## src/rtl/main_mem_arbiter.sv

```systemverilog
// main_mem_arbiter: round-robin share of one main-memory read/write port pair between fetch (read) and data (read+write) requesters, registered outputs, per-requester grant counters
module main_mem_arbiter #(
  parameter int COUNT_WIDTH = 32,
  parameter bit FETCH_FIRST = 1'b1
) (
  input  logic                   clk,
  input  logic                   reset,
  input  logic [31:0]            fetch_out_addr,
  input  logic                   fetch_out_valid,
  output logic [31:0]            fetch_out_data,
  output logic                   fetch_out_ready,
  input  logic [31:0]            data_out_addr,
  input  logic                   data_out_valid,
  output logic [31:0]            data_out_data,
  output logic                   data_out_ready,
  input  logic [31:0]            data_in_addr,
  input  logic [31:0]            data_in_data,
  input  logic                   data_in_valid,
  output logic                   data_in_ready,
  output logic [31:0]            main_mem_out_addr,
  output logic                   main_mem_out_valid,
  input  logic [31:0]            main_mem_out_data,
  input  logic                   main_mem_out_ready,
  output logic [31:0]            main_mem_in_addr,
  output logic [31:0]            main_mem_in_data,
  output logic                   main_mem_in_valid,
  input  logic                   main_mem_in_ready,
  output logic [COUNT_WIDTH-1:0] grant_fetch_count,
  output logic [COUNT_WIDTH-1:0] grant_data_count
);
  typedef enum logic [1:0] {IDLE, BUSY, RESP} state_t;
  localparam logic [1:0] OWN_F = 2'd0, OWN_R = 2'd1, OWN_W = 2'd2;
  state_t state_q, state_d;
  logic [1:0] own_q, own_d;
  logic prio_f_q, prio_f_d;
  logic [31:0] mo_addr_q, mo_addr_d, mi_addr_q, mi_addr_d, mi_data_q, mi_data_d;
  logic [31:0] f_data_q, f_data_d, d_data_q, d_data_d;
  logic mo_valid_q, mo_valid_d, mi_valid_q, mi_valid_d;
  logic f_rdy_q, f_rdy_d, dr_rdy_q, dr_rdy_d, dw_rdy_q, dw_rdy_d;
  logic [COUNT_WIDTH-1:0] f_cnt_q, f_cnt_d, d_cnt_q, d_cnt_d;
  logic f_pend, d_pend, grant, grant_f, done;
  assign f_pend = fetch_out_valid;
  assign d_pend = data_out_valid | data_in_valid;
  assign grant = (state_q == IDLE) & (f_pend | d_pend);
  assign grant_f = f_pend & (~d_pend | prio_f_q);
  assign done = (state_q == BUSY) & ((mo_valid_q & main_mem_out_ready) | (mi_valid_q & main_mem_in_ready));
  always_ff @(posedge clk) begin
    if (reset) begin
      state_q    <= IDLE;
      own_q      <= OWN_F;
      prio_f_q   <= FETCH_FIRST;
      mo_addr_q  <= '0;
      mi_addr_q  <= '0;
      mi_data_q  <= '0;
      f_data_q   <= '0;
      d_data_q   <= '0;
      mo_valid_q <= 1'b0;
      mi_valid_q <= 1'b0;
      f_rdy_q    <= 1'b0;
      dr_rdy_q   <= 1'b0;
      dw_rdy_q   <= 1'b0;
      f_cnt_q    <= '0;
      d_cnt_q    <= '0;
    end else begin
      state_q    <= state_d;
      own_q      <= own_d;
      prio_f_q   <= prio_f_d;
      mo_addr_q  <= mo_addr_d;
      mi_addr_q  <= mi_addr_d;
      mi_data_q  <= mi_data_d;
      f_data_q   <= f_data_d;
      d_data_q   <= d_data_d;
      mo_valid_q <= mo_valid_d;
      mi_valid_q <= mi_valid_d;
      f_rdy_q    <= f_rdy_d;
      dr_rdy_q   <= dr_rdy_d;
      dw_rdy_q   <= dw_rdy_d;
      f_cnt_q    <= f_cnt_d;
      d_cnt_q    <= d_cnt_d;
    end
  end
  always_comb
    state_d = state_q == IDLE ? (grant ? BUSY : IDLE) : state_q == BUSY ? (done ? RESP : BUSY) : IDLE;
  always_comb begin
    own_d      = own_q;
    prio_f_d   = prio_f_q;
    mo_addr_d  = mo_addr_q;
    mi_addr_d  = mi_addr_q;
    mi_data_d  = mi_data_q;
    mo_valid_d = mo_valid_q;
    mi_valid_d = mi_valid_q;
    f_data_d   = f_data_q;
    d_data_d   = d_data_q;
    f_cnt_d    = f_cnt_q;
    d_cnt_d    = d_cnt_q;
    f_rdy_d    = 1'b0;
    dr_rdy_d   = 1'b0;
    dw_rdy_d   = 1'b0;
    if (grant) begin
      own_d    = grant_f ? OWN_F : data_out_valid ? OWN_R : OWN_W;
      prio_f_d = ~grant_f;
      if (grant_f || data_out_valid) begin
        mo_addr_d  = grant_f ? fetch_out_addr : data_out_addr;
        mo_valid_d = 1'b1;
      end else begin
        mi_addr_d  = data_in_addr;
        mi_data_d  = data_in_data;
        mi_valid_d = 1'b1;
      end
    end
    if (done) begin
      mo_valid_d = 1'b0;
      mi_valid_d = 1'b0;
      f_rdy_d    = own_q == OWN_F;
      dr_rdy_d   = own_q == OWN_R;
      dw_rdy_d   = own_q == OWN_W;
      f_data_d   = own_q == OWN_F ? main_mem_out_data : f_data_q;
      d_data_d   = own_q == OWN_R ? main_mem_out_data : d_data_q;
      f_cnt_d    = own_q == OWN_F ? f_cnt_q + COUNT_WIDTH'(1) : f_cnt_q;
      d_cnt_d    = own_q != OWN_F ? d_cnt_q + COUNT_WIDTH'(1) : d_cnt_q;
    end
  end
  assign fetch_out_data     = f_data_q;
  assign fetch_out_ready    = f_rdy_q;
  assign data_out_data      = d_data_q;
  assign data_out_ready     = dr_rdy_q;
  assign data_in_ready      = dw_rdy_q;
  assign main_mem_out_addr  = mo_addr_q;
  assign main_mem_out_valid = mo_valid_q;
  assign main_mem_in_addr   = mi_addr_q;
  assign main_mem_in_data   = mi_data_q;
  assign main_mem_in_valid  = mi_valid_q;
  assign grant_fetch_count  = f_cnt_q;
  assign grant_data_count   = d_cnt_q;
endmodule
```

## config.mk

```make
export PLATFORM = sky130hd
export DESIGN_NAME = main_mem_arbiter
export DESIGN_NICKNAME = d
export VERILOG_FILES = /design/src/rtl/main_mem_arbiter.sv
export SDC_FILE = /design/constraint.sdc
export NUM_CORES = 1
export LEC_CHECK = 0
export CORE_MARGIN = 10
export CORE_UTILIZATION = 45
export DETAILED_ROUTE_END_ITERATION = 12
export GPL_TIMING_DRIVEN = 1
export PLACE_DENSITY = 0.84
export SLEW_MARGIN = 20
export SYNTH_ARGS = -nofsm -noshare
export SYNTH_HDL_FRONTEND = slang
export SYNTH_SLANG_ARGS = --single-unit
```

## constraint.sdc

```tcl
create_clock -name clk -period 4.8 [get_ports clk]
set_input_delay 0.48 -clock clk [delete_from_list [all_inputs] [get_ports clk]]
set_output_delay 0.48 -clock clk [all_outputs]
set_load 0.1 [all_outputs]
```

== Yosys cells after proc, flatten, opt, wreduce, memory -nomap -nowiden ==
Cells that the tools add are included.

* Register bits: 234
* Word-level logic and storage cells: 51
* Input port bits: 167
* Output and inout port bits: 229

* Equality and inequality tests: 3
* Mux-type cells: 7
* Add/sub/neg operators: 2
* Bitwise operators: 13
* Reduce and logical (&&, ||, !) cells: 11

{| class="wikitable"
|+ Operators with widths
! kind !! number
|-
| 32-bit by 1-bit adder with 32-bit output (second input constant) || 2
|-
| 32-bit two-way mux || 1
|-
| 2-bit two-way mux || 5
|-
| 2-bit AND reduction || 5
|-
| 1-bit AND || 5
|-
| 2-bit by 1-bit equality test with 1-bit output (second input constant) || 2
|-
| 2-bit zero test || 2
|-
| 1-bit inverter || 4
|-
| 1-bit bitwise OR || 4
|-
| 2-bit OR reduction || 2
|-
| 2-bit equality test (second input constant) || 1
|-
| 2-bit nonzero test || 1
|-
| 1-bit logical OR || 1
|-
| 1-bit two-way mux || 1
|}

== Longest topological paths before layout ==
Gate-level depths: netlist (run 1).

* Depth after elaboration: 7
* Mapped depth: 8
* Gate-level depth less buffers: 4

== Least setup slack after synthesis (run 1) ==
Ideal clock, no wire load.

* Path type: reg-to-reg
* From: register mo_valid_q, in the netlist main_mem_out_valid
* To: register f_cnt_q[26], in the netlist grant_fetch_count[26]
* Path buffers: 2
* Arrival: 2781 ps
* Slack: 1899 ps
* Setup time: 121 ps
* Data required time: 4679 ps
* Period minus slack after synthesis: 2901 ps
* Stages on the path, launching flop included: 7
* Cell sequence: dfxtp_1 a22oi_2 or4_4 buf_6 buf_2 nor4_1 mux2_2

* Cells in the longest elaborated chain, start to end: 4

{| class="wikitable"
|+ RTL lines
! item !! line !! RTL
|-
| start: declaration || 38 || <nowiki>logic mo_valid_q, mo_valid_d, mi_valid_q, mi_valid_d;</nowiki>
|-
| start signal: assignment || 73 || <nowiki>mo_valid_q <= mo_valid_d;</nowiki>
|-
| 1-bit AND || 46 || <nowiki>assign done = (state_q == BUSY) & ((mo_valid_q & main_mem_out_ready) | (mi_valid_q & main_mem_in_ready));</nowiki>
|-
| 1-bit bitwise OR || 46 ||
|-
| 1-bit AND || 46 ||
|-
| 2-bit AND reduction (no line) || - ||
|-
| end signal: assignment || 78 || <nowiki>f_cnt_q <= f_cnt_d;</nowiki>
|-
| end: declaration || 40 || <nowiki>logic [COUNT_WIDTH-1:0] f_cnt_q, f_cnt_d, d_cnt_q, d_cnt_d;</nowiki>
|}

Every way passes these cells.
A chain may end at the register's enable or synchronous reset.

== Worst setup path after layout (run 1) ==
* From: input port data_out_valid
* To: register mi_data_q[25], in the netlist main_mem_in_data[25]

* Cells in the longest elaborated chain, start to end: 7
* Elaborated cells between the ends (all ways): 9
* Classes of those cells: 7 x bitwise; 2 x reduce/logical

{| class="wikitable"
|+ RTL lines
! item !! line !! RTL
|-
| start: declaration || 13 || <nowiki>input logic data_out_valid,</nowiki>
|-
| 1-bit bitwise OR || 43 || <nowiki>assign d_pend = data_out_valid | data_in_valid;</nowiki>
|-
| 1-bit inverter || 45 || <nowiki>assign grant_f = f_pend & (~d_pend | prio_f_q);</nowiki>
|-
| 1-bit bitwise OR || 45 ||
|-
| 1-bit AND || 45 ||
|-
| 1-bit logical OR || 102 || <nowiki>if (grant_f || data_out_valid) begin</nowiki>
|-
| 1-bit inverter (no line) || - ||
|-
| 2-bit AND reduction (no line) * || - ||
|-
| end signal: assignment || 70 || <nowiki>mi_data_q <= mi_data_d;</nowiki>
|-
| end: declaration || 36 || <nowiki>logic [31:0] mo_addr_q, mo_addr_d, mi_addr_q, mi_addr_d, mi_data_q, mi_data_d;</nowiki>
|}

Every way passes the cells marked *; elsewhere a longest branch is shown, timed or not.

==> results by group, run 1 <==
Floorplanning
  – # rows: 52
  – Initial Util: a little under half
  – Die height: between 150 and 200 µm
  – Core Box Area: roughly 20000 µm²
  – Ports: roughly 400
  – Die span in x: 164.2 µm
  – Die area: around 27000 µm²

Clock tree
  – Worst-Skew Late Latency: just over 500 ps
  – Htree depth: 1
  – CTS Buf Count: 25
  – Setup Buffers After CTS: 0
  – CTS Buffer Depth: 3
  – Post-CTS Hold Fix Bufs: 0
  – Clk sinks: 234
  – Clock Pin Slew Worst Setup and Hold Paths: around 60 ps
  – CTS root buf: clkbuf_16
  – Post_cts resized: 0
  – CTS tree: built

Synth
  – Sequential element share of the synthesized area: roughly 50%
  – Post-Synthesis Cells: between 1k and 1.5k
  – Post-synthesis register bit count: between 200 and 250
  – Synth Flop Type: dfxtp_1
  – Count of cell types in the netlist: 42
  – Post-synth EDFFs: 0
  – Post-synthesis area per instance: approximately 8.1 µm²
  – Ys Warns: 0
  – Ys async rst share: 0%
  – Synthesized area: 9361 µm²
  – Synth Net Count: about 1.3k

Placed design
  – Cell count after placement: approximately 1.7k
  – GP Congestion: ~0.86
  – Number of port buffers: 395
  – Placement Cell Area: approximately 13000 µm²
  – Final HPWL DP: 25.24 mm

Layout
  – Nets: between 1.5k and 2k
  – Fin area: ~14000 µm²
  – Commonest non-fill, non-tap cell in the layout: clkdlybuf4s50_1
  – Fin cells: 1789
  – Share of post-route cells with drive strength above 1: under 10%
  – Area delta synth->final: 52.06%
  – Commonest cells after routing, fill and taps aside: clkdlybuf4s50_1, nand2_1, dfxtp_1

Critical path
  – Startpoint types: input pin
  – Worst-path fanout max: 65
  – Critical path type: in2reg
  – CP required: 5230 ps
  – WP data arrival: 3110 ps
  – Setup crit end kind: flip-flop

Drt
  – First DRT Iteration DRCs: approximately 680
  – Drt via density: around 5.5
  – WL per Instance: roughly 20 µm
  – Antenna-violating nets left: 0
  – DRC viols: 0
  – DRT Wirelength: 35.29 mm
  – Via count: between 9k and 10k
  – Pre-Repair DR Iteration Count: 5

GRT
  – First-pass GRT wire length: around 53 mm
  – GRT Resource Usage Total: 24.24%
  – Initial antenna violation count: 1
  – Pin count of the biggest net entering global routing: between 100 and 150
  – Total gr overflow: 0
  – Vias in the first global route: a little under 10k

Timing
  – Final Max Slew Viols: 0
  – Skew final: between 10 and 15 ps
  – Final Hold Slack: approximately 450 ps
  – Final Cycle Share: 55.78%
  – Tmin final: between 2000 and 3000 ps
  – Unrepaired setup endpoints after global routing: false
  – FMAX: 373.5 MHz
  – Final Hold Viols: 0
  – Final setup vio count: 0
  – Rel. slew slack: between 20% and 30%
  – Final setup TNS: 0 ps
  – Worst slew pin tran: 1102 ps

Power
  – Flop pwr share: 39.7%
  – Switching share of power: 32.19%
  – VDD IR-drop max: 331.2 µV
  – Pleak: roughly 0.0047 µW
  – Clock power share: a little under two fifths
  – PD cells: ~370 nW/µm²
  – Sw power: between 1500 and 2000 µW
  – P_int: 3547 µW
  – Combinational Power Share: between 20% and 30%

Worst hold path
  – Type of the most critical hold path: reg2reg

Run status
  – Run status: finished clean

Run
  – Maxcap violations: 0
## critical path, stage by stage
cell             delay (ps)
clkdlybuf4s50_1         620
o21bai_2                320
buf_4                   320
a2111oi_2               400
buf_4                   600
nand2_1                 150
a21oi_1                 160
## registers in the layout (all words and copies together), names as in the netlist, 32 cells and up
register           count
fetch_out_data        32
main_mem_in_addr      32
main_mem_in_data      32
grant_fetch_count     32
grant_data_count      32
data_out_data         32
main_mem_out_addr     32
## per-layer routing
layer / vias up / track usage [%] / part of all wire, %
met3: 78 / 8.310 / 9.5
met1: 4654 / 27.13 / 37
met4: 2 / 8.367 / 3.4
met2: 407 / 42.03 / 50
met5: - / 0 / 0.023
li1: 4783 / - / -
## logic make-up after synthesis
group,synth area share [%]
compound gates,19.06
xor+xnor,0.6549
fa+ha+maj,0.2673
buf+inv,4.330
flops,50.04
mux,0.6014
simple gates,25.05
## stage by stage
stage | util, % | power [µW] | worst slack [ps]
floorplan | - | 2931 | 1899
global placement | 65.69 | 3305 | 1448
detailed placement | 65.70 | 3316 | 1606
CTS | 69.78 | 5266 | 2131
global route | 69.89 | 5400 | 1950
finish | 69.90 | 5230 | 2122
## final timing paths
check                    from              endpoint  slack (ps)  cells past startpoint
max            data_out_valid  main_mem_in_data[25]        2120                      7
min          data_out_data[3]      data_out_data[3]         450                      2
max reg2reg          prio_f_q  main_mem_in_data[25]        2330                      6
min reg2reg  data_out_data[3]      data_out_data[3]         450                      2
## power by group through the flow
stage                     Sequential, µW  Combinational, µW  Clock (µW)
after detailed placement            2120               1200           0
after global placement              2110               1190           0
final                               2080               1210        1950
after floorplan                     2680                251           0
after global routing                2090               1260        2060
after CTS                           2070               1200        1990
## layout make-up
| class | instances | area (µm²) |
|---|---|---|
| Multi-Input combinational cell | 826 | 4300 |
| Clock inverter | 8 | 118.9 |
| Sequential cell | 234 | 4684 |
| Timing Repair Buffer | 407 | 4058 |
| Inverter | 6 | 22.52 |
| Tap cell | 270 | 337.8 |
| Antenna cell | 1 | 2.502 |
| Fill cell | 1598 | 6130 |
| Clock buffer | 37 | 710.7 |
## Yosys cell counts (12+ instances only)
master	n	area share (%)
a21oi_1	214	11
dfxtp_1	234	50
nor2_1	20	0.80
o31ai_1	38	3.0
clkbuf_1	77	3.1
or4_1	39	3.1
or3_1	13	0.87
nand2_1	314	13
o21ai_0	12	0.64
nand3_1	52	2.8
a311oi_1	32	3.0
nand4_1	23	1.5
Power figures use the tool's default switching activity.
==> run 2, diff against run 1 <==
- CORE_UTILIZATION: 45 -> 39
- PLACE_DENSITY: 0.84 -> 0.77
- clock period: 4.8 -> 2.4 ns (I/O delays scaled with it)
==> run 2 against run 1 <==
Compared with the run above:
- critical path type is now reg2reg
- worst setup slack got worse by 1900 ps
- sequential cell count is the same
- cell area shrank 1.7%
- routed wire length down 2.0%
- first-iteration DRC count grew 18%
- combinational power increased by 97%
- critical path depth fell by 3
- sequential share of layout area increased by 0.90 points
- non-clock buffer count is 15 higher
- global-route usage shrank 3.3 points
- clock skew decreased by 4.8 ps
- utilization decreased by 10 points
==> results by group, run 2 (synthesis gave the netlist of run 1 again) <==
Power
  – PD cells: 752.5 nW/µm² (+100%)
  – VDD IR-drop max: 543.2 µV (+64%)
  – Pleak: 0.005278 µW (+12%)

Placed design
  – GP Congestion: 0.8377 (-2.2%)
  – Placement Cell Area: 13120 µm² (-1.9%)
  – Final HPWL DP: 24.53 mm (-2.8%)
  – Number of port buffers: 395 (unchanged)

Clock tree
  – CTS root buf: clkbuf_16
  – Setup Buffers After CTS: 0 (unchanged)
  – Worst-Skew Late Latency: 520 ps (about the same)
  – Htree depth: 1 (unchanged)
  – Clock Pin Slew Worst Setup and Hold Paths: 60 ps (about the same)
  – Post_cts resized: 0 (unchanged)
  – CTS Buffer Depth: 3 (unchanged)
  – Post-CTS Hold Fix Bufs: 0 (unchanged)
  – Clk sinks: 234 (unchanged)
  – CTS tree: built
  – CTS Buf Count: 26 (+4.0%)

Timing
  – Worst slew pin tran: 579.3 ps (-522.6 ps)
  – Skew final: 8.128 ps (-4.796 ps)
  – Rel. slew slack: 61.08% (+35 points)
  – Final Max Slew Viols: 0 (unchanged)
  – Final setup vio count: 0 (unchanged)
  – Final Hold Viols: 0 (unchanged)
  – Final setup TNS: 0 ps (unchanged)
  – FMAX: about 470 MHz
  – Final Cycle Share: 88.97%
  – Unrepaired setup endpoints after global routing: false
  – Tmin final: ~2100 ps

Critical path
  – Worst R2R Start: grant_fetch_count[7]
  – Startpoint types: flip-flop
  – Reg2Reg Depth: 4 (-2)
  – Critical path type: reg2reg
  – Setup crit end kind: flip-flop
  – CP cell instances: nand4_1 -> or4_4 -> nor4_1 -> mux2_2
  – Worst stage delay on the critical path: 700 ps (+80 ps)
  – Crit path max-delay family: simple AND/OR/NAND/NOR gates
  – Slowest CP cell: or4_4
  – CP required: 2800 ps (-2430 ps)
  – Worst-path fanout max: 33 (-49%)
  – FF-to-FF setup slack: 260 ps (-2070 ps)
  – FF-to-FF End: grant_fetch_count[31]
  – WP data arrival: 2540 ps (-570 ps)
  – Worst Path Buf+Inv: 0 (-3)

Floorplanning
  – Core Box Area: 23540 µm² (+16%)
  – Die span in x: 174.9 µm (+6.5%)
  – Die height: 174.9 µm (+6.5%)
  – # rows: 56 (+7.7%)
  – Die area: 30600 µm² (+13%)
  – Ports: 396 (unchanged)
  – Initial Util: 39.76% (-6.2 points)

Layout
  – Area delta synth->final: 49.49%
  – Commonest non-fill, non-tap cell in the layout: nand2_1
  – Share of post-route cells with drive strength above 1: 22.48% (+18 points)
  – Commonest cells after routing, fill and taps aside: nand2_1, buf_4, a21oi_1
  – Nets: 1685 (+0.96%)
  – Fin area: 13990 µm² (-1.7%)

Worst hold path
  – Hold depth: 2 (unchanged)
  – Hold path startpoint: reset
  – Hold endpoint: fetch_out_ready
  – Type of the most critical hold path: in2reg

GRT
  – First-pass GRT wire length: 53.05 mm (-0.44%)
  – Vias in the first global route: 9507 (-1.4%)
  – GRT Resource Usage Total: 20.96% (-3.3 points)
  – Pin count of the biggest net entering global routing: 101 (-29%)
  – Total gr overflow: 0 (unchanged)
  – Initial antenna violation count: 3 (+2)

Drt
  – First DRT Iteration DRCs: 809 (+18%)
  – WL per Instance: 18.62 µm (-5.6%)
  – Via count: 9856 (-0.69%)
  – Drt via density: 5.307 (-4.3%)
  – Pre-Repair DR Iteration Count: 7 (+2)
  – Antenna-violating nets left: 0 (unchanged)
  – DRC viols: 0 (unchanged)
  – DRT Wirelength: 34.57 mm (-2.0%)

Run
  – Maxcap violations: 0 (unchanged)

Run status
  – Run status: finished clean
run 2: cell types whose count changed in the layout (fill, tap and decap cells not counted), moves of 3 or more:
cell / delta
buf_4: +238
clkdlybuf4s50_1: -229
dfxtp_1: -27
dfxtp_2: +22
buf_12: +6
dfxtp_4: +5
clkbuf_1: -4
clkbuf_8: +3
run 2: worst reg2reg max path, delay by kind of cell, from the launching register on:
kind	cells	cell delay [ps]
flops	1	380
mux	1	370
simple gates	3	1270
run 2: metrics by stage:
stage	hold slack [ps]	power [µW]	instances	util [%]	setup WS (ps)
final	80.21	10530	1857	59.44	264.8
after global routing	81.88	10910	1856	59.43	119.1
after CTS	55.59	10630	1854	59.41	276.4
after detailed placement	446.6	6615	1807	55.73	-68.11
after global placement	441.5	6596	1807	55.73	-33.05
after floorplan	376.0	5859	1159	-	5.332
run 2: cell type report:
class	instances	area (µm²)
Fill cell	2150	9548
Antenna cell	3	7.507
Tap cell	319	399.1
Sequential cell	234	4731
Timing Repair Buffer	422	3672
Inverter	6	22.52
Clock inverter	9	80.08
Multi-Input combinational cell	826	4295
Clock buffer	38	787.0
run 2: how the worst max path moves through the flow:
stage / startpoint / end / slack (ps) / cells past startpoint
global placement: main_mem_out_ready / grant_fetch_count[25] / -30 / 5
CTS: grant_fetch_count[7] / grant_fetch_count[31] / 280 / 4
finish: grant_fetch_count[7] / grant_fetch_count[31] / 260 / 4
detailed placement: main_mem_out_ready / grant_fetch_count[31] / -70 / 5
floorplan: grant_data_count[20] / grant_data_count[25] / 5 / 5
global route: grant_fetch_count[7] / grant_fetch_count[25] / 120 / 4
run 2: layer usage:
| layer | up-vias | GRT usage (%) | part of all wire, % |
|---|---|---|---|
| met4 | 2 | 7.347 | 2.7 |
| met1 | 4597 | 24.36 | 39 |
| met3 | 53 | 7.480 | 9.5 |
| met2 | 379 | 34.96 | 49 |
| met5 | - | 0 | 0.038 |
| li1 | 4825 | - | - |
run 2: report_power, final:
group / switching [µW] / leakage (µW) / internal (µW) / total (µW)
clock network: 1630 / 0.000430 / 2380 / 4000
logic: 1730 / 0.00293 / 648 / 2380
registers: 99.4 / 0.00192 / 4050 / 4150
==> run 3, diff against run 2 <==
- SLEW_MARGIN: 20 -> default
==> results of run 3 <==
Same layout as run 2: the final DEF is identical, and so are final timing and power.
